`config.mk`:
```
export PLATFORM = sky130hd
export DESIGN_NAME = decrypt_sequencer_flat
export DESIGN_NICKNAME = d
export VERILOG_FILES = /design/src/rtl/decrypt_pkg.sv /design/src/rtl/decrypt_sequencer_if.sv /design/src/rtl/lfsr7.sv /design/src/rtl/decrypt_sequencer.sv /design/src/flat_wrapper.sv
export SDC_FILE = /design/constraint.sdc
export NUM_CORES = 1
export LEC_CHECK = 0
export CORE_UTILIZATION = 59
export DETAILED_ROUTE_END_ITERATION = 6
export DONT_BUFFER_PORTS = 1
export GPL_TIMING_DRIVEN = 1
export PLACE_DENSITY = 0.82
export RECOVER_POWER = 25
export SETUP_SLACK_MARGIN = 0.5
export SLEW_MARGIN = 15
export SYNTH_ARGS = -nofsm -noshare
export SYNTH_HDL_FRONTEND = slang
export SYNTH_HIERARCHICAL = 1
export SYNTH_SLANG_ARGS = --single-unit
```
`constraint.sdc`:
```
create_clock -name clk -period 4.7 [get_ports clk]
set_clock_uncertainty 0.1 [all_clocks]
set_input_delay 0.94 -clock clk [delete_from_list [all_inputs] [get_ports clk]]
set_output_delay 0.94 -clock clk [all_outputs]
set_load 0.005 [all_outputs]
```
`src/rtl/decrypt_pkg.sv`:
```
// Shared constants and state encoding for the program-3 decrypt/depad sequencer.
package decrypt_pkg;

  localparam logic [7:0]  IN_BASE  = 8'd64;
  localparam logic [7:0]  OUT_BASE = 8'd0;
  localparam int unsigned MSG_LEN  = 64;
  localparam int unsigned PRE_MIN  = 10;
  localparam int unsigned NUM_PTRN = 9;

  localparam logic [7:0] SPACE = 8'h20;

  localparam logic [6:0] LFSR_PTRN [NUM_PTRN] = '{
    7'h60, 7'h48, 7'h78, 7'h72, 7'h6A, 7'h69, 7'h5C, 7'h7E, 7'h7B
  };

  typedef enum logic [2:0] {
    StIdle,
    StLoad,
    StSearch,
    StDecrypt,
    StPad,
    StDone
  } state_e;

endpackage

```
`src/rtl/decrypt_sequencer_if.sv`:
```
// Request/ack handshake plus data-memory read/write ports of the decrypt sequencer.
interface decrypt_sequencer_if;

  logic       req;
  logic       ack;
  logic       pattern_fail;
  logic [3:0] ptrn_idx;
  logic [7:0] mem_raddr;
  logic [7:0] mem_rdata;
  logic [7:0] mem_waddr;
  logic [7:0] mem_wdata;
  logic       mem_we;

  // Sequencer side.
  modport slave (
    input  req, mem_rdata,
    output ack, pattern_fail, ptrn_idx, mem_raddr, mem_waddr, mem_wdata, mem_we
  );

  // Host / memory side.
  modport master (
    output req, mem_rdata,
    input  ack, pattern_fail, ptrn_idx, mem_raddr, mem_waddr, mem_wdata, mem_we
  );

endinterface

```
`src/rtl/lfsr7.sv`:
```
// 7-bit Fibonacci-style LFSR: shifts left, feeding back the parity of the tapped bits.
module lfsr7 (
  input  logic       clk_i,
  input  logic       rst_ni,
  input  logic       load_i,
  input  logic [6:0] load_val_i,
  input  logic       step_i,
  input  logic [6:0] taps_i,
  output logic [6:0] state_o,
  output logic [6:0] next_o
);

  logic [6:0] state_q;

  assign next_o  = {state_q[5:0], ^(state_q & taps_i)};
  assign state_o = state_q;

  always_ff @(posedge clk_i or negedge rst_ni) begin
    if (!rst_ni) begin
      state_q <= '0;
    end else if (load_i) begin
      state_q <= load_val_i;
    end else if (step_i) begin
      state_q <= next_o;
    end
  end

endmodule

```
`src/rtl/decrypt_sequencer.sv`:
```
// Recovers the LFSR taps/seed from the space preamble, decrypts DM[64..127], strips
// leading spaces and writes {parity_err, plain} to DM[0..63], space-padding the tail.
module decrypt_sequencer
  import decrypt_pkg::*;
(
  input logic          clk,
  input logic          init_n,
  decrypt_sequencer_if.slave bus
);

  state_e     state_q, state_d;
  logic       req_q;
  logic [6:0] cnt_q, cnt_d;
  logic [3:0] step_q, step_d;
  logic [3:0] p_q, p_d;
  logic [6:0] wptr_q, wptr_d;
  logic       skip_q, skip_d;
  logic       ack_q, ack_d;
  logic       fail_q, fail_d;
  logic [7:0] raddr_q, raddr_d;
  logic [7:0] waddr_q, waddr_d;
  logic [7:0] wdata_q, wdata_d;
  logic       we_q, we_d;

  logic [6:0] k_q [PRE_MIN];
  logic       k_we;
  logic [3:0] k_widx;
  logic [6:0] k_wval;

  logic       lfsr_load, lfsr_step;
  logic [6:0] lfsr_state, lfsr_next, taps;
  logic [6:0] plain;
  logic       err, drop;

  // One tap register serves both the search and the decrypt phase.
  assign taps  = LFSR_PTRN[p_q];
  assign plain = bus.mem_rdata[6:0] ^ lfsr_state;
  assign err   = ^bus.mem_rdata;
  assign drop  = skip_q && !err && ({1'b0, plain} == SPACE);

  lfsr7 u_lfsr (
    .clk_i      (clk),
    .rst_ni     (init_n),
    .load_i     (lfsr_load),
    .load_val_i (k_q[0]),
    .step_i     (lfsr_step),
    .taps_i     (taps),
    .state_o    (lfsr_state),
    .next_o     (lfsr_next)
  );

  always_comb begin
    state_d   = state_q;
    cnt_d     = cnt_q;
    step_d    = step_q;
    p_d       = p_q;
    wptr_d    = wptr_q;
    skip_d    = skip_q;
    fail_d    = fail_q;
    raddr_d   = raddr_q;
    waddr_d   = waddr_q;
    wdata_d   = wdata_q;
    we_d      = 1'b0;
    k_we      = 1'b0;
    k_widx    = cnt_q[3:0] - 4'd1;
    k_wval    = bus.mem_rdata[6:0] ^ SPACE[6:0];
    lfsr_load = 1'b0;
    lfsr_step = 1'b0;

    unique case (state_q)
      StIdle: begin
        if (req_q && !bus.req) begin
          state_d = StLoad;
          cnt_d   = '0;
          step_d  = 4'd1;
          p_d     = '0;
          wptr_d  = '0;
          skip_d  = 1'b1;
          fail_d  = 1'b0;
          raddr_d = IN_BASE;
        end
      end

      // Read data trails the address by one cycle, so byte c-1 lands in cycle c.
      StLoad: begin
        k_we    = (cnt_q != '0);
        raddr_d = raddr_q + 8'd1;
        cnt_d   = cnt_q + 7'd1;
        if (cnt_q == 7'(PRE_MIN)) begin
          state_d   = StSearch;
          cnt_d     = '0;
          lfsr_load = 1'b1;
        end
      end

      StSearch: begin
        if (k_q[0] == '0) begin
          fail_d  = 1'b1;
          state_d = StDone;
        end else if (lfsr_next == k_q[step_q]) begin
          if (step_q == 4'(PRE_MIN - 1)) begin
            lfsr_load = 1'b1;
            state_d   = StDecrypt;
            cnt_d     = '0;
            raddr_d   = IN_BASE;
          end else begin
            lfsr_step = 1'b1;
            step_d    = step_q + 4'd1;
          end
        end else if (p_q == 4'(NUM_PTRN - 1)) begin
          fail_d  = 1'b1;
          state_d = StDone;
        end else begin
          p_d       = p_q + 4'd1;
          step_d    = 4'd1;
          lfsr_load = 1'b1;
        end
      end

      StDecrypt: begin
        cnt_d = cnt_q + 7'd1;
        if (cnt_q < 7'(MSG_LEN - 1)) begin
          raddr_d = raddr_q + 8'd1;
        end
        if (cnt_q != '0) begin
          lfsr_step = 1'b1;
          if (!drop) begin
            we_d    = 1'b1;
            waddr_d = OUT_BASE + {1'b0, wptr_q};
            wdata_d = {err, plain};
            wptr_d  = wptr_q + 7'd1;
            skip_d  = 1'b0;
          end
          if (cnt_q == 7'(MSG_LEN)) begin
            state_d = (wptr_d == 7'(MSG_LEN)) ? StDone : StPad;
          end
        end
      end

      StPad: begin
        we_d    = 1'b1;
        waddr_d = OUT_BASE + {1'b0, wptr_q};
        wdata_d = SPACE;
        wptr_d  = wptr_q + 7'd1;
        if (wptr_d == 7'(MSG_LEN)) begin
          state_d = StDone;
        end
      end

      StDone: begin
        if (bus.req) begin
          state_d = StIdle;
          fail_d  = 1'b0;
        end
      end

      default: state_d = StIdle;
    endcase

    // Ack rises one cycle into DONE, after the final registered write has retired.
    ack_d = (state_q == StDone) && (state_d == StDone);
  end

  always_ff @(posedge clk or negedge init_n) begin
    if (!init_n) begin
      state_q <= StIdle;
      req_q   <= 1'b0;
      cnt_q   <= '0;
      step_q  <= '0;
      p_q     <= '0;
      wptr_q  <= '0;
      skip_q  <= 1'b0;
      ack_q   <= 1'b0;
      fail_q  <= 1'b0;
      raddr_q <= '0;
      waddr_q <= '0;
      wdata_q <= '0;
      we_q    <= 1'b0;
      for (int i = 0; i < int'(PRE_MIN); i++) begin
        k_q[i] <= '0;
      end
    end else begin
      state_q <= state_d;
      req_q   <= bus.req;
      cnt_q   <= cnt_d;
      step_q  <= step_d;
      p_q     <= p_d;
      wptr_q  <= wptr_d;
      skip_q  <= skip_d;
      ack_q   <= ack_d;
      fail_q  <= fail_d;
      raddr_q <= raddr_d;
      waddr_q <= waddr_d;
      wdata_q <= wdata_d;
      we_q    <= we_d;
      if (k_we) begin
        k_q[k_widx] <= k_wval;
      end
    end
  end

  assign bus.ack          = ack_q;
  assign bus.pattern_fail = fail_q;
  assign bus.ptrn_idx     = p_q;
  assign bus.mem_raddr    = raddr_q;
  assign bus.mem_waddr    = waddr_q;
  assign bus.mem_wdata    = wdata_q;
  assign bus.mem_we       = we_q;

endmodule

```
`src/flat_wrapper.sv`:
```
// flat-port wrapper written by rule: the top's interface ports become plain ports
module decrypt_sequencer_flat import decrypt_pkg::*;
  (clk, init_n, bus_req, bus_mem_rdata, bus_ack, bus_pattern_fail, bus_ptrn_idx, bus_mem_raddr, bus_mem_waddr, bus_mem_wdata, bus_mem_we);
  decrypt_sequencer_if bus_i ();
  input logic clk;
  input logic init_n;
  input wire logic [$bits(bus_i.req)-1:0] bus_req;
  input wire logic [$bits(bus_i.mem_rdata)-1:0] bus_mem_rdata;
  output wire logic [$bits(bus_i.ack)-1:0] bus_ack;
  output wire logic [$bits(bus_i.pattern_fail)-1:0] bus_pattern_fail;
  output wire logic [$bits(bus_i.ptrn_idx)-1:0] bus_ptrn_idx;
  output wire logic [$bits(bus_i.mem_raddr)-1:0] bus_mem_raddr;
  output wire logic [$bits(bus_i.mem_waddr)-1:0] bus_mem_waddr;
  output wire logic [$bits(bus_i.mem_wdata)-1:0] bus_mem_wdata;
  output wire logic [$bits(bus_i.mem_we)-1:0] bus_mem_we;
  assign bus_i.req = bus_req;
  assign bus_i.mem_rdata = bus_mem_rdata;
  assign bus_ack = bus_i.ack;
  assign bus_pattern_fail = bus_i.pattern_fail;
  assign bus_ptrn_idx = bus_i.ptrn_idx;
  assign bus_mem_raddr = bus_i.mem_raddr;
  assign bus_mem_waddr = bus_i.mem_waddr;
  assign bus_mem_wdata = bus_i.mem_wdata;
  assign bus_mem_we = bus_i.mem_we;
  decrypt_sequencer u_core (.clk(clk), .init_n(init_n), .bus(bus_i));
endmodule
```
# [Word-level counts from Yosys, hierarchy flattened]
# Memories as Yosys holds them, arrays and structs flattened.
# Index checks and enable logic that the tools add are counted.
[totals] reg_bits=131 latchBits=0 ramBits=0 rom_bits=112 in_bits=11 output_inout_bits=31 elab_cells=178 mem_count=1
[mem_list] name="(no name shown)" words=16 width=7 read_ports=1 rd_ports_with_merged_regs=0 write_ports=0 line_no="decrypt_sequencer.sv:36" source="assign taps = LFSR_PTRN[p_q];"
[classes] addsub=6 multipliers=0 n_div=0 order_cmp=5 n_eq_ne=28 n_shift=0 mux=81 bitwise_logic=6 n_reduce_logical=27
[op_table] op="$mux 7" count=16
[op_table] op="$mux 8" count=9
[op_table] op="$bwmux 70" count=1
[op_table] op="$mux 4" count=9
[op_table] op="$pmux 8 s2" count=2
[op_table] op="$pmux 8 s4" count=1
[op_table] op="$mux 3" count=10
[op_table] op="$bmux 7 s4" count=1
[op_table] op="$demux 7 s4" count=1
[op_table] op="$pmux 7 s4" count=1
[op_table] op="$eq 7x7->1 const B" count=3
[op_table] op="$mux 1" count=21
[op_table] op="$pmux 7 s3" count=1
[op_table] op="$reduce_and 5->1" count=4
[op_table] op="$pmux 3 s6" count=1
[op_table] op="$pmux 4 s2" count=2
[op_table] op="$ge 5x5->1 const B" count=3
[op_table] op="$not 4->5" count=3
[op_table] op="$add 7x1->7 const B" count=2
[op_table] op="$ne 2x1->1 const B" count=5
[op_table] op="$ne 2x2->1 const B" count=5
[op_table] op="$eq 3x3->1 const B" count=3
[op_table] op="$add 4x1->4 const B" count=2
[op_table] op="$add 8x1->8 const B" count=1
[op_table] op="other kinds (30)" count=46

# [Logic depth before layout (Yosys ltp)]
# Gate-level depths: netlist of the first run.
[depth] ltp_word=14 mapped_depth=19 ltp_nobuf=18

# [By module]
# The synthesis of the first run kept the hierarchy.
[by_module_without_submodules] module="decrypt_sequencer" n_inst=1 cells_per_inst=624 area_per_inst_um2=6593.8 seq_area_each_um2=3078.0
[by_module_without_submodules] module="lfsr7" n_inst=1 cells_per_inst=47 area_per_inst_um2=452.9 seq_area_each_um2=175.2

# [Least setup slack after synthesis of the first run]
# Ideal clock, no wire load.
[synth_path] path_type="reg2reg" from="reg u_core.p_q[0], in the netlist u_core/bus.ptrn_idx[0]" to="reg u_core.u_lfsr.state_q[0], in the netlist u_core/u_lfsr/state_o[0]" setup_ns=0.126 arrival_time_ns=3.695 t_required_ns=4.474 setup_slack_ns=0.779 path_stages_with_launch=20 n_path_buf=1 period_less_slack_ns=3.921 path_cell_list="dfrtp_1 > inv_1 > ha_1 > nand2_1 > o21ai_0 > nand2b_1 > nand2_1 > xnor3_1 > xnor3_1 > nor3_1 > nor4_1 > nand4b_1 > a2111oi_4 > nand2_1 > nor2_1 > nand2_1 > nand2_1 > clkbuf_1 > nor3b_1 > a221o_1"
[synth_via] elab_chain_len=11 word_cells_on_any_way=18 classes_between="2 x eq/ne; 11 x mux; 2 x bitwise; 2 x reduce/logical; 1 x memory"
[synth_rtl] item="from (decl)" line_no="decrypt_sequencer.sv:15" source="logic [3:0] p_q, p_d;"
[synth_rtl] item="from (signal assigned)" line_no="decrypt_sequencer.sv:187" source="p_q <= p_d;"
[synth_rtl] item="$not 4->5 (not written as such)" line_no="decrypt_sequencer.sv:36"
[synth_rtl] item="$mem_v2 16x7"
[synth_rtl] item="$mux 7 (not written as such) (2 in series)" line_no="decrypt_sequencer.sv:36"
[synth_rtl] item="via u_core.taps[1]" line_no="decrypt_sequencer.sv:31" source="logic [6:0] lfsr_state, lfsr_next, taps;"
[synth_rtl] item="$and 7x7->7" line_no="lfsr7.sv:15" source="assign next_o = {state_q[5:0], ^(state_q & taps_i)};"
[synth_rtl] item="$reduce_xor 7->1" line_no="lfsr7.sv:15"
[synth_rtl] item="via u_core.lfsr_next[0]" line_no="decrypt_sequencer.sv:31"
[synth_rtl] item="$eq 7x7->1" line_no="decrypt_sequencer.sv:100" source="end else if (lfsr_next == k_q[step_q]) begin"
[synth_rtl] item="$mux 1" line_no="decrypt_sequencer.sv:100"
[synth_rtl] item="$mux 1" line_no="decrypt_sequencer.sv:97" source="if (k_q[0] == '0) begin"
[synth_rtl] item="$pmux 1 s2" line_no="decrypt_sequencer.sv:70" source="unique case (state_q)"
[synth_rtl] item="via u_core.lfsr_step" line_no="decrypt_sequencer.sv:30" source="logic lfsr_load, lfsr_step;"
[synth_rtl] item="$reduce_bool 2->1 (no line)"
[synth_rtl] item="to (signal assigned)" line_no="lfsr7.sv:22" source="state_q <= load_val_i;"
[synth_rtl] item="to (signal assigned)" line_no="lfsr7.sv:24" source="state_q <= next_o;"
[synth_rtl] item="to (decl)" line_no="lfsr7.sv:13" source="logic [6:0] state_q;"
# The timed path passes the listed nets, and every way through them passes these cells. The select of a mux whose other input is x is not followed.
# A chain may end at the register's enable or synchronous reset.

# [Worst setup path in the final report of the first run]
[layout_path] from="reg u_core.p_q[0], in the netlist u_core/bus.ptrn_idx[0]" to="reg u_core.u_lfsr.state_q[0], in the netlist u_core/u_lfsr/state_o[0]"
[layout_via] elab_chain_len=11 word_cells_on_any_way=18 classes_between="2 x eq/ne; 11 x mux; 2 x bitwise; 2 x reduce/logical; 1 x memory"
[layout_rtl] item="$not 4->5 (not written as such) (*)" line_no="decrypt_sequencer.sv:36"
[layout_rtl] item="$mem_v2 16x7 (*)"
[layout_rtl] item="$mux 7 (not written as such) (*) (2 in series)" line_no="decrypt_sequencer.sv:36"
[layout_rtl] item="via u_core.taps[3]" line_no="decrypt_sequencer.sv:31"
[layout_rtl] item="$and 7x7->7 (*)" line_no="lfsr7.sv:15"
[layout_rtl] item="$reduce_xor 7->1 (*)" line_no="lfsr7.sv:15"
[layout_rtl] item="via u_core.lfsr_next[0]" line_no="decrypt_sequencer.sv:31"
[layout_rtl] item="$eq 7x7->1 (*)" line_no="decrypt_sequencer.sv:100"
[layout_rtl] item="$mux 1 (*)" line_no="decrypt_sequencer.sv:100"
[layout_rtl] item="$mux 1 (*)" line_no="decrypt_sequencer.sv:97"
[layout_rtl] item="$pmux 1 s2 (*)" line_no="decrypt_sequencer.sv:70"
[layout_rtl] item="via u_core.lfsr_load" line_no="decrypt_sequencer.sv:30"
[layout_rtl] item="$mux 7 or $reduce_bool 2->1 (tied branches)"
# The timed path passes the listed nets; every way through them passes the cells marked *. The select of a mux whose other input is x is not followed.

==> flow_summary.json, run 1 <==
{
  "antenna_found_initial": 0,
  "arrival_ps": 4150,
  "cts_buffer_depth": 2,
  "hp-class": "in2async",
  "drv_slew": 0,
  "yosys-top-cells-area": "dfrtp_1, mux2_2, mux2i_1, o21ai_0, nand2_1",
  "hold_viol": 0,
  "clk_latency_ps": 430,
  "worstReg2RegEnd": "u_core/u_lfsr/state_o[0]",
  "core_area_um2": 11500,
  "io_buffers": 0,
  "area_growth_syn_to_layout_pct": 8.68,
  "totalWireLength_mm": 16.5,
  "p_switching_mw": 1.91,
  "initial_utilization_pct": 61.2,
  "drv_cap": 0,
  "vias_per_cell": 6.39,
  "synth_nets": 696,
  "period_needed_ps": 3940,
  "synth_common_cells": "dfrtp_1, mux2_2, nand2_1",
  "combinationalPowerShare_pct": 37.4,
  "synth_flop_cell": "dfrtp_1",
  "antenna_cells": 0,
  "die_h_um": 111,
  "netlist_area_um2": 7050,
  "grt_use_total_pct": 28.4,
  "post-place-ws_ps": 330,
  "vias": 5203,
  "r2r_cells": 14,
  "grt_setup_unrepaired": "false",
  "worstSetupStartpointType": "flop",
  "synthCells": 671,
  "drc": 12,
  "critPathMaxFanout": 9,
  "criticalPathCategory": "reg2reg",
  "grt_pass1_wl_mm": 26.9,
  "dieWidth_um": 111,
  "avgSynthCellArea_um2": 10.5,
  "hold_slack_ps": 108,
  "dp_cells": 781,
  "switching_share_pct": 36.7,
  "wl_per_cell_um": 20.3,
  "drive_above_1_share_pct": 19.5,
  "power_density_nw_per_um2": 680,
  "grt_max_degree": 131,
  "io_pins": 42,
  "violations": "DRC",
  "cts.sinks": 130,
  "yosys.cell_types.count": 62,
  "fin_cells": 814,
  "required_ps": 4910,
  "synth_seq_area_share_pct": 46.2,
  "finalWorstSetupSlack_ps": 764,
  "max_slew_margin_pct": 34.3,
  "synth-seq-cells": 130,
  "yosysTopAreaCellShare_pct": 46.2,
  "layout.nets": 684,
  "gr-total-overflow": 0,
  "cts_buffers": 17,
  "clk_pin_slew_ps": 60,
  "p_seq_share_pct": 39.3,
  "yosys.area.top_type": "dfrtp_1",
  "tns_ps": 0,
  "outcome": "finished with violations",
  "ant_nets": 0,
  "cellLeakagePower_nw": 3.38,
  "end_kind": "flop",
  "tightest_slew_ps": 981,
  "drtIter0Drc": 452,
  "r2r_slack_ps": 760,
  "fmax_ghz": 0.254,
  "yosys_warnings": 6,
  "ir_worst_vdd_uv": 387,
  "p_int_mw": 3.30,
  "final-setup-viol-count": 0,
  "async_reset_ff_share_pct": 100,
  "gp_congestion": 0.966,
  "root_buffer": "clkbuf_16",
  "min_period_over_period_pct": 83.7,
  "dp_hpwl_mm": 11.3,
  "power.share.clock_pct": 23.2,
  "cts_tree": "done",
  "first_pass_iters": 7,
  "htree_num_levels": 4,
  "synth.most_common_cell": "dfrtp_1",
  "final_core_util_pct": 66.5,
  "grt_pass1_vias": 5292,
  "num_rows": 39,
  "r2r_start": "u_core/bus.ptrn_idx[0]",
  "synth_edf_count": 0,
  "die_area_um2": 12400
}
-- how the worst max path moves through the flow --
stage,start,end,cells after the start
CTS,u_core/bus.ptrn_idx[1],u_core/u_lfsr/state_o[0],18
global placement,u_core/bus.ptrn_idx[1],u_core/u_lfsr/state_o[0],18
global route,u_core/bus.ptrn_idx[0],u_core/u_lfsr/state_o[0],17
detailed placement,u_core/bus.ptrn_idx[1],u_core/u_lfsr/state_o[0],18
floorplan,u_core/bus.ptrn_idx[0],u_core/u_lfsr/state_o[0],19
finish,u_core/bus.ptrn_idx[0],u_core/u_lfsr/state_o[0],14
-- state kept, by name, summed over array words and instances, names as in the netlist, 3 cells and up --
signal                 cells
u_core/bus.ptrn_idx        4
u_core/wptr_q              7
u_core/bus.mem_raddr       8
u_core/k_q                70
u_core/cnt_q               7
u_core/bus.mem_wdata       8
u_core/state_q             3
u_core/step_q              4
u_core/u_lfsr/state_o      7
u_core/bus.mem_waddr       7
-- routing by layer --
layer | part of all wire [%] | global-route usage (%) | routed length [um]
met2 | 49 | 46.3 | 8050
met5 | 0 | 0 | 0
met1 | 42 | 35.4 | 6960
met4 | 2.3 | 10.1 | 374
met3 | 6.7 | 9.08 | 1100
-- per-stage QoR --
step,power (mW),instance area (um2)
floorplan,3.47,7050
global placement,3.79,7060
detailed placement,3.90,7060
CTS,5.14,7620
global route,5.50,7660
finish,5.21,7660
-- worst max-delay path: stages (launching register included) --
cell and delay, ps:
dfrtp_2 420, inv_1 90, ha_1 320, or3_1 330, nand2_1 90, xnor2_1 130
xnor3_2 460, buf_4 170, nor4_1 460, a2111oi_4 130, a211o_2 370, nand2_1 120
o32ai_4 120, buf_4 200, a221o_1 320
-- cell type report --
class                   count  area (um2)
clock buffers              25         485
clock inverters             6        55.1
fillers                   878        3860
inverters                  21        78.8
multi-input cells         482        3550
flip-flops and latches    130        3260
well taps                 143         179
repair buffers              7        52.6
-- power by group through the flow --
stage | Sequential (mW) | Clock, mW | Combinational [mW]
after floorplan | 1.84 | 0 | 1.63
after CTS | 2.03 | 1.23 | 1.89
after detailed placement | 2.04 | 0 | 1.86
final | 2.05 | 1.21 | 1.95
after global placement | 2.01 | 0 | 1.78
after global routing | 2.10 | 1.28 | 2.12
-- repair_timing --
action,CTS,global route
hold endpoints to repair,0,0
resized for setup,4,6
setup buffers,0,2
hold buffers,0,0
pin swaps,0,5
gates cloned,0,0
setup endpoints to repair,7,12
-- logic make-up after synthesis --
| group | Yosys count | synth area share (%) |
|---|---|---|
| flip-flops | 130 | 46.2 |
| AND/OR/NAND/NOR | 202 | 13.7 |
| multiplexers | 110 | 18.0 |
| adder cells (fa/ha/maj) | 14 | 2.49 |
| other | 2 | 0.107 |
| buffers and inverters | 59 | 3.96 |
| XOR/XNOR | 22 | 3.12 |
| AO/OA/AOI/OAI | 132 | 12.4 |
-- cell usage in the layout (no fill, tap or decap), types with 17 or more instances in the layout --
master | netlist | layout
dfrtp_1 | 130 | 128
mux2_2 | 73 | 73
nand2_1 | 61 | 59
nor2_1 | 50 | 49
o21ai_0 | 48 | 48
mux2i_1 | 31 | 31
inv_1 | 21 | 21
a21oi_1 | 20 | 20
nand3_1 | 20 | 20
clkbuf_16 | 0 | 17
No activity file was read; power rests on OpenSTA's default activity.
==> run 2, diff against run 1 <==
==> constraint.sdc (replaced) <==
create_clock -name clk -period 3.8 [get_ports clk]
set_clock_uncertainty 0.1 [all_clocks]
set_input_delay 0.76 -clock clk [delete_from_list [all_inputs] [get_ports clk]]
set_output_delay 0.76 -clock clk [all_outputs]
set_load 0.005 [all_outputs]
==> run 2 against run 1 <==
Net effect:
- the run ends with DRC, hold timing left
- setup slack worse by 590 ps
- routed wire length grew 8.5%
- clock power up 38%
- total power increased by 34%
- critical path depth up 4
- register-to-register slack got worse by 590 ps
- maximum frequency grew 8.7%
- critical endpoint is now u_core/u_lfsr/state_o[4]
==> flow_summary.json, run 2 (synthesis gave the netlist of run 1 again) <==
{
  "min_period_over_period_pct": 95.3,
  "fin_cells": 841,
  "cts_tree": "done",
  "htree_num_levels": 4,
  "num_rows": 39,
  "io_pins": 42,
  "final-setup-viol-count": 0,
  "combinationalPowerShare_pct": 40.3,
  "outcome": "finished with violations",
  "cp_num_buf_inv": 3,
  "period_needed_ps": 3620,
  "path_delay_family": "compound AO/OA/AOI/OAI gates",
  "dp_cells": 799,
  "totalWireLength_mm": 17.9,
  "fmax_ghz": 0.276,
  "wl_per_cell_um": 21.3,
  "post-place-ws_ps": -32.4,
  "root_buffer": "clkbuf_16",
  "final_cell_mix": "dfrtp_1, mux2_2, nand2_1",
  "p_seq_share_pct": 35.7,
  "max_slew_margin_pct": 45.3,
  "grt_pass1_vias": 5531,
  "fillers": 764,
  "violations": "DRC, hold timing",
  "drv_slew": 0,
  "gr-total-overflow": 0,
  "die_h_um": 111,
  "first_pass_iters": 7,
  "core_area_um2": 11500,
  "arrival_ps": 3840,
  "dp_hpwl_mm": 11.5,
  "drc": 12,
  "final_common_cell": "dfrtp_1",
  "power.share.clock_pct": 24.0,
  "multi_input_area_um2": 3680,
  "largest_register": "u_core/k_q",
  "die_area_um2": 12400,
  "worstSetupStartpointType": "flop",
  "gp_congestion": 0.951,
  "ir_worst_vdd_uv": 520,
  "initial_utilization_pct": 61.2,
  "antenna_found_initial": 0,
  "power_density_nw_per_um2": 864,
  "ant_nets": 0,
  "layout.nets": 711,
  "crit_slowest_cell": "dfrtp_2",
  "hp-class": "in2async",
  "largest_reg_flops": 70,
  "vias": 5528,
  "drv_cap": 0,
  "grt_max_degree": 131,
  "cts_buffers": 17,
  "antenna_cells": 0,
  "clk_pin_slew_ps": 60,
  "clk_latency_ps": 420,
  "critPathMaxFanout": 6,
  "tightest_slew_ps": 814,
  "final_core_util_pct": 70.1,
  "crit_chain": "buf_4 -> ha_1 -> o21ai_1 -> nand2b_1 -> nand2_1 -> xnor3_1 -> xnor3_2 -> nor3_2 -> nor4_2 -> nand4b_1 -> a2111oi_4 -> a211o_2 -> nand2_2 -> o32ai_4 -> buf_4 -> buf_6 -> nand2_1 -> o21ai_1",
  "hold_viol": 130,
  "cts.sinks": 130,
  "switching_share_pct": 36.7,
  "io_buffers": 0,
  "tns_ps": 0,
  "cellLeakagePower_nw": 3.58,
  "drtIter0Drc": 547,
  "vias_per_cell": 6.57,
  "area_growth_syn_to_layout_pct": 14.5,
  "p_int_mw": 4.41,
  "grt_use_total_pct": 30.0,
  "finalWorstSetupSlack_ps": 179,
  "grt_setup_unrepaired": "true",
  "dieWidth_um": 111,
  "p_switching_mw": 2.56,
  "required_ps": 4020,
  "end_kind": "flop",
  "cts_buffer_depth": 2,
  "drive_above_1_share_pct": 26.1,
  "ff_latch_area_um2": 3250,
  "criticalPathCategory": "reg2reg",
  "hold_slack_ps": -64.3,
  "grt_pass1_wl_mm": 28.5,
  "slowest_delay_ps": 440
}
==> run 2: cell types whose count changed in the layout (fill, tap and decap cells not counted), moves of 6 or more <==
cell and delta:
o21ai_0 -19, buf_6 +6, o21ai_1 +15, buf_4 +21
==> run 2: power by group through the flow <==
stage	logic (mW)	clock network (mW)	registers [mW]
2_1_floorplan	2.06	0	2.28
3_3_place_gp	2.41	0	2.43
3_5_place_dp	2.50	0	2.48
4_1_cts	2.64	1.68	2.47
5_1_grt	3.01	1.73	2.56
6_report	2.81	1.67	2.49
==> run 2: final cells by class <==
cell class                      count  area share, %
Multi-Input combinational cell    482           45.6
Sequential cell                   130           40.3
Clock buffer                       22           5.88
Timing Repair Buffer               34           3.44
Tap cell                          143           2.22
Clock inverter                      9           1.61
Inverter                           21          0.977
==> run 2: worst paths after layout <==
| path | start | end | slack [ps] | cells past startpoint |
|---|---|---|---|---|
| setup / recovery | u_core/bus.ptrn_idx[0] | u_core/u_lfsr/state_o[4] | 180 | 18 |
| hold / removal | init_n | u_core/bus.mem_waddr[0] | -60 | 0 |
| setup reg to reg | u_core/bus.ptrn_idx[0] | u_core/u_lfsr/state_o[4] | 180 | 18 |
| hold reg to reg | u_core/k_q[54] | u_core/k_q[54] | 390 | 2 |
| max in group asynchronous | init_n | u_core/bus.ptrn_idx[0] | 3450 | 0 |
| min in group clk | bus_req | u_core/req_q | 270 | 0 |
==> run 2: metal layers <==
layer | track usage, % | wire length, um | vias to the layer above
met3 | 6.45 | 1200 | 73
li1 | - | - | 2447
met5 | 0 | 0 | -
met1 | 36.7 | 7160 | 2729
met4 | 16.1 | 820 | 0
met2 | 49.7 | 8710 | 279
==> run 2: stage by stage <==
| stage | hold slack [ps] | power [mW] | cell area [um2] |
|---|---|---|---|
| after floorplan | 349 | 4.34 | 7090 |
| after global placement | 365 | 4.84 | 7230 |
| after detailed placement | 367 | 4.98 | 7230 |
| after CTS | -71.6 | 6.79 | 7990 |
| after global routing | -76.0 | 7.29 | 8070 |
| final | -64.3 | 6.97 | 8070 |
==> run 2: what timing repair did <==
action,in CTS,in global routing
setup buffers,7,3
endpoints found under the hold margin,130,130
pin swaps,16,7
cloned,0,1
resized for setup,26,25
endpoints found under the setup margin,33,34
==> run 3, diff against run 2 <==
==> constraint.sdc (replaced) <==
create_clock -name clk -period 3.8 [get_ports clk]
set_clock_uncertainty 0.1 [all_clocks]
set_input_delay 0.57 -clock clk [delete_from_list [all_inputs] [get_ports clk]]
set_output_delay 0.57 -clock clk [all_outputs]
set_load 0.005 [all_outputs]
==> run 3 against run 2 <==
Net effect:
- cell area increased by 1.4%
- clock power increased by 13%
- non-clock buffer count unchanged
- the flow still finishes with violations (DRC, hold timing)
- critical path depth down 1
==> flow_summary.json, run 3 (synthesis gave the netlist of run 1 again) <==
{
  "final-setup-viol-count": 0,
  "htree_num_levels": 4,
  "worstReg2RegEnd": "u_core/u_lfsr/state_o[3]",
  "post-place-ws_ps": -28.8,
  "wl_per_cell_um": 21.7,
  "critPathMaxFanout": 8,
  "required_ps": 3990,
  "cellLeakagePower_nw": 3.62,
  "num_rows": 39,
  "tns_ps": 0,
  "arrival_ps": 3870,
  "power.total_mw": 7.22,
  "path_delay_family": "simple AND/OR/NAND/NOR gates",
  "hp-class": "in2async",
  "grt_setup_unrepaired": "true",
  "grt_use_total_pct": 30.7,
  "hold_viol": 130,
  "final_cell_mix": "dfrtp_1, mux2_2, nand2_1",
  "gp_congestion": 0.948,
  "max_slew_margin_pct": 46.7,
  "r2r_slack_ps": 120,
  "root_buffer": "clkbuf_16",
  "io_pins": 42,
  "cts.sinks": 130,
  "grt_pass1_vias": 5650,
  "slowest_delay_ps": 410,
  "period_needed_ps": 3680,
  "first_pass_iters": 7,
  "worstSetupStartpointType": "flop",
  "vias_per_cell": 6.63,
  "place_area_um2": 7220,
  "dp_hpwl_mm": 11.4,
  "design_area_um2": 8190,
  "multi_input_area_um2": 3710,
  "die_area_um2": 12400,
  "cp_num_buf_inv": 2,
  "outcome": "finished with violations",
  "antenna_cells": 0,
  "end_kind": "flop",
  "antenna_found_initial": 0,
  "ir_worst_vdd_uv": 627,
  "layout.nets": 711,
  "drive_above_1_share_pct": 27.0,
  "clk_pin_slew_ps": 60,
  "ant_nets": 0,
  "grt_max_degree": 131,
  "crit_chain": "inv_2 -> ha_4 -> or3_4 -> nand2_2 -> xnor2_1 -> xnor3_2 -> nor3_2 -> nor4_2 -> nand4b_1 -> a2111oi_4 -> buf_4 -> nand2_2 -> nor2_4 -> nand2_2 -> nand2_4 -> mux2i_2 -> o21ai_1",
  "drc": 12,
  "gr-total-overflow": 0,
  "fin_cells": 842,
  "r2r_start": "u_core/bus.ptrn_idx[1]",
  "final_common_cell": "dfrtp_1",
  "tightest_slew_ps": 793,
  "dieWidth_um": 111,
  "drv_slew": 0,
  "drtIter0Drc": 540,
  "dp_cells": 798,
  "cts_buffer_depth": 2,
  "area_growth_syn_to_layout_pct": 16.2,
  "cts_tree": "done",
  "crit_slowest_cell": "dfrtp_1",
  "cts_buffers": 17,
  "largest_register": "u_core/k_q",
  "fillers": 761,
  "r2r_cells": 17,
  "power_density_nw_per_um2": 882,
  "crit_path_frequent_cell": "nand2_2",
  "vias": 5585,
  "grt_pass1_wl_mm": 29.2,
  "fmax_ghz": 0.272,
  "min_period_over_period_pct": 96.7,
  "core_area_um2": 11500,
  "die_h_um": 111,
  "largest_reg_flops": 70,
  "final_core_util_pct": 71.1,
  "io_buffers": 0,
  "ff_latch_area_um2": 3250,
  "clk_latency_ps": 420,
  "totalWireLength_mm": 18.2,
  "initial_utilization_pct": 61.2,
  "hold_slack_ps": -257,
  "criticalPathCategory": "reg2reg",
  "finalWorstSetupSlack_ps": 124,
  "drv_cap": 0,
  "violations": "DRC, hold timing"
}
==> run 3: worst max-delay path by stage <==
stage,start,endpoint,depth (start not counted)
finish,u_core/bus.ptrn_idx[1],u_core/u_lfsr/state_o[3],17
detailed placement,u_core/bus.ptrn_idx[1],u_core/u_lfsr/state_o[6],17
floorplan,u_core/bus.ptrn_idx[1],u_core/u_lfsr/state_o[0],17
global placement,u_core/bus.ptrn_idx[1],u_core/u_lfsr/state_o[0],16
global route,u_core/bus.ptrn_idx[1],u_core/u_lfsr/state_o[0],17
CTS,u_core/bus.ptrn_idx[1],u_core/u_lfsr/state_o[0],15
==> run 3: what timing repair did <==
item                                    4_1_cts  5_1_grt
cloned                                        0        1
setup buffers                                 8        3
pin swaps                                    13       14
resized for setup                            28       25
endpoints found under the setup margin       33       34
hold endpoints to repair                    130      130
==> run 3: layer usage <==
metal  GRT usage, %  wire (um)  up-vias
met5              0          0        -
met4           16.8        846        0
met3           6.94       1300       72
met2           51.6       9060      315
met1           36.6       7040     2750
li1               -          -     2448
==> run 3: power breakdown <==
group,internal [mW],switching [mW]
registers,1.94,0.548
clock network,1.27,0.616
logic,1.39,1.45
==> run 3: layout make-up <==
class	count	share of cell area, %
Timing Repair Buffer	34	3.42
Tap cell	143	2.19
Clock inverter	12	2.77
Multi-Input combinational cell	482	45.4
Sequential cell	130	39.7
Clock buffer	20	5.58
Inverter	21	0.963
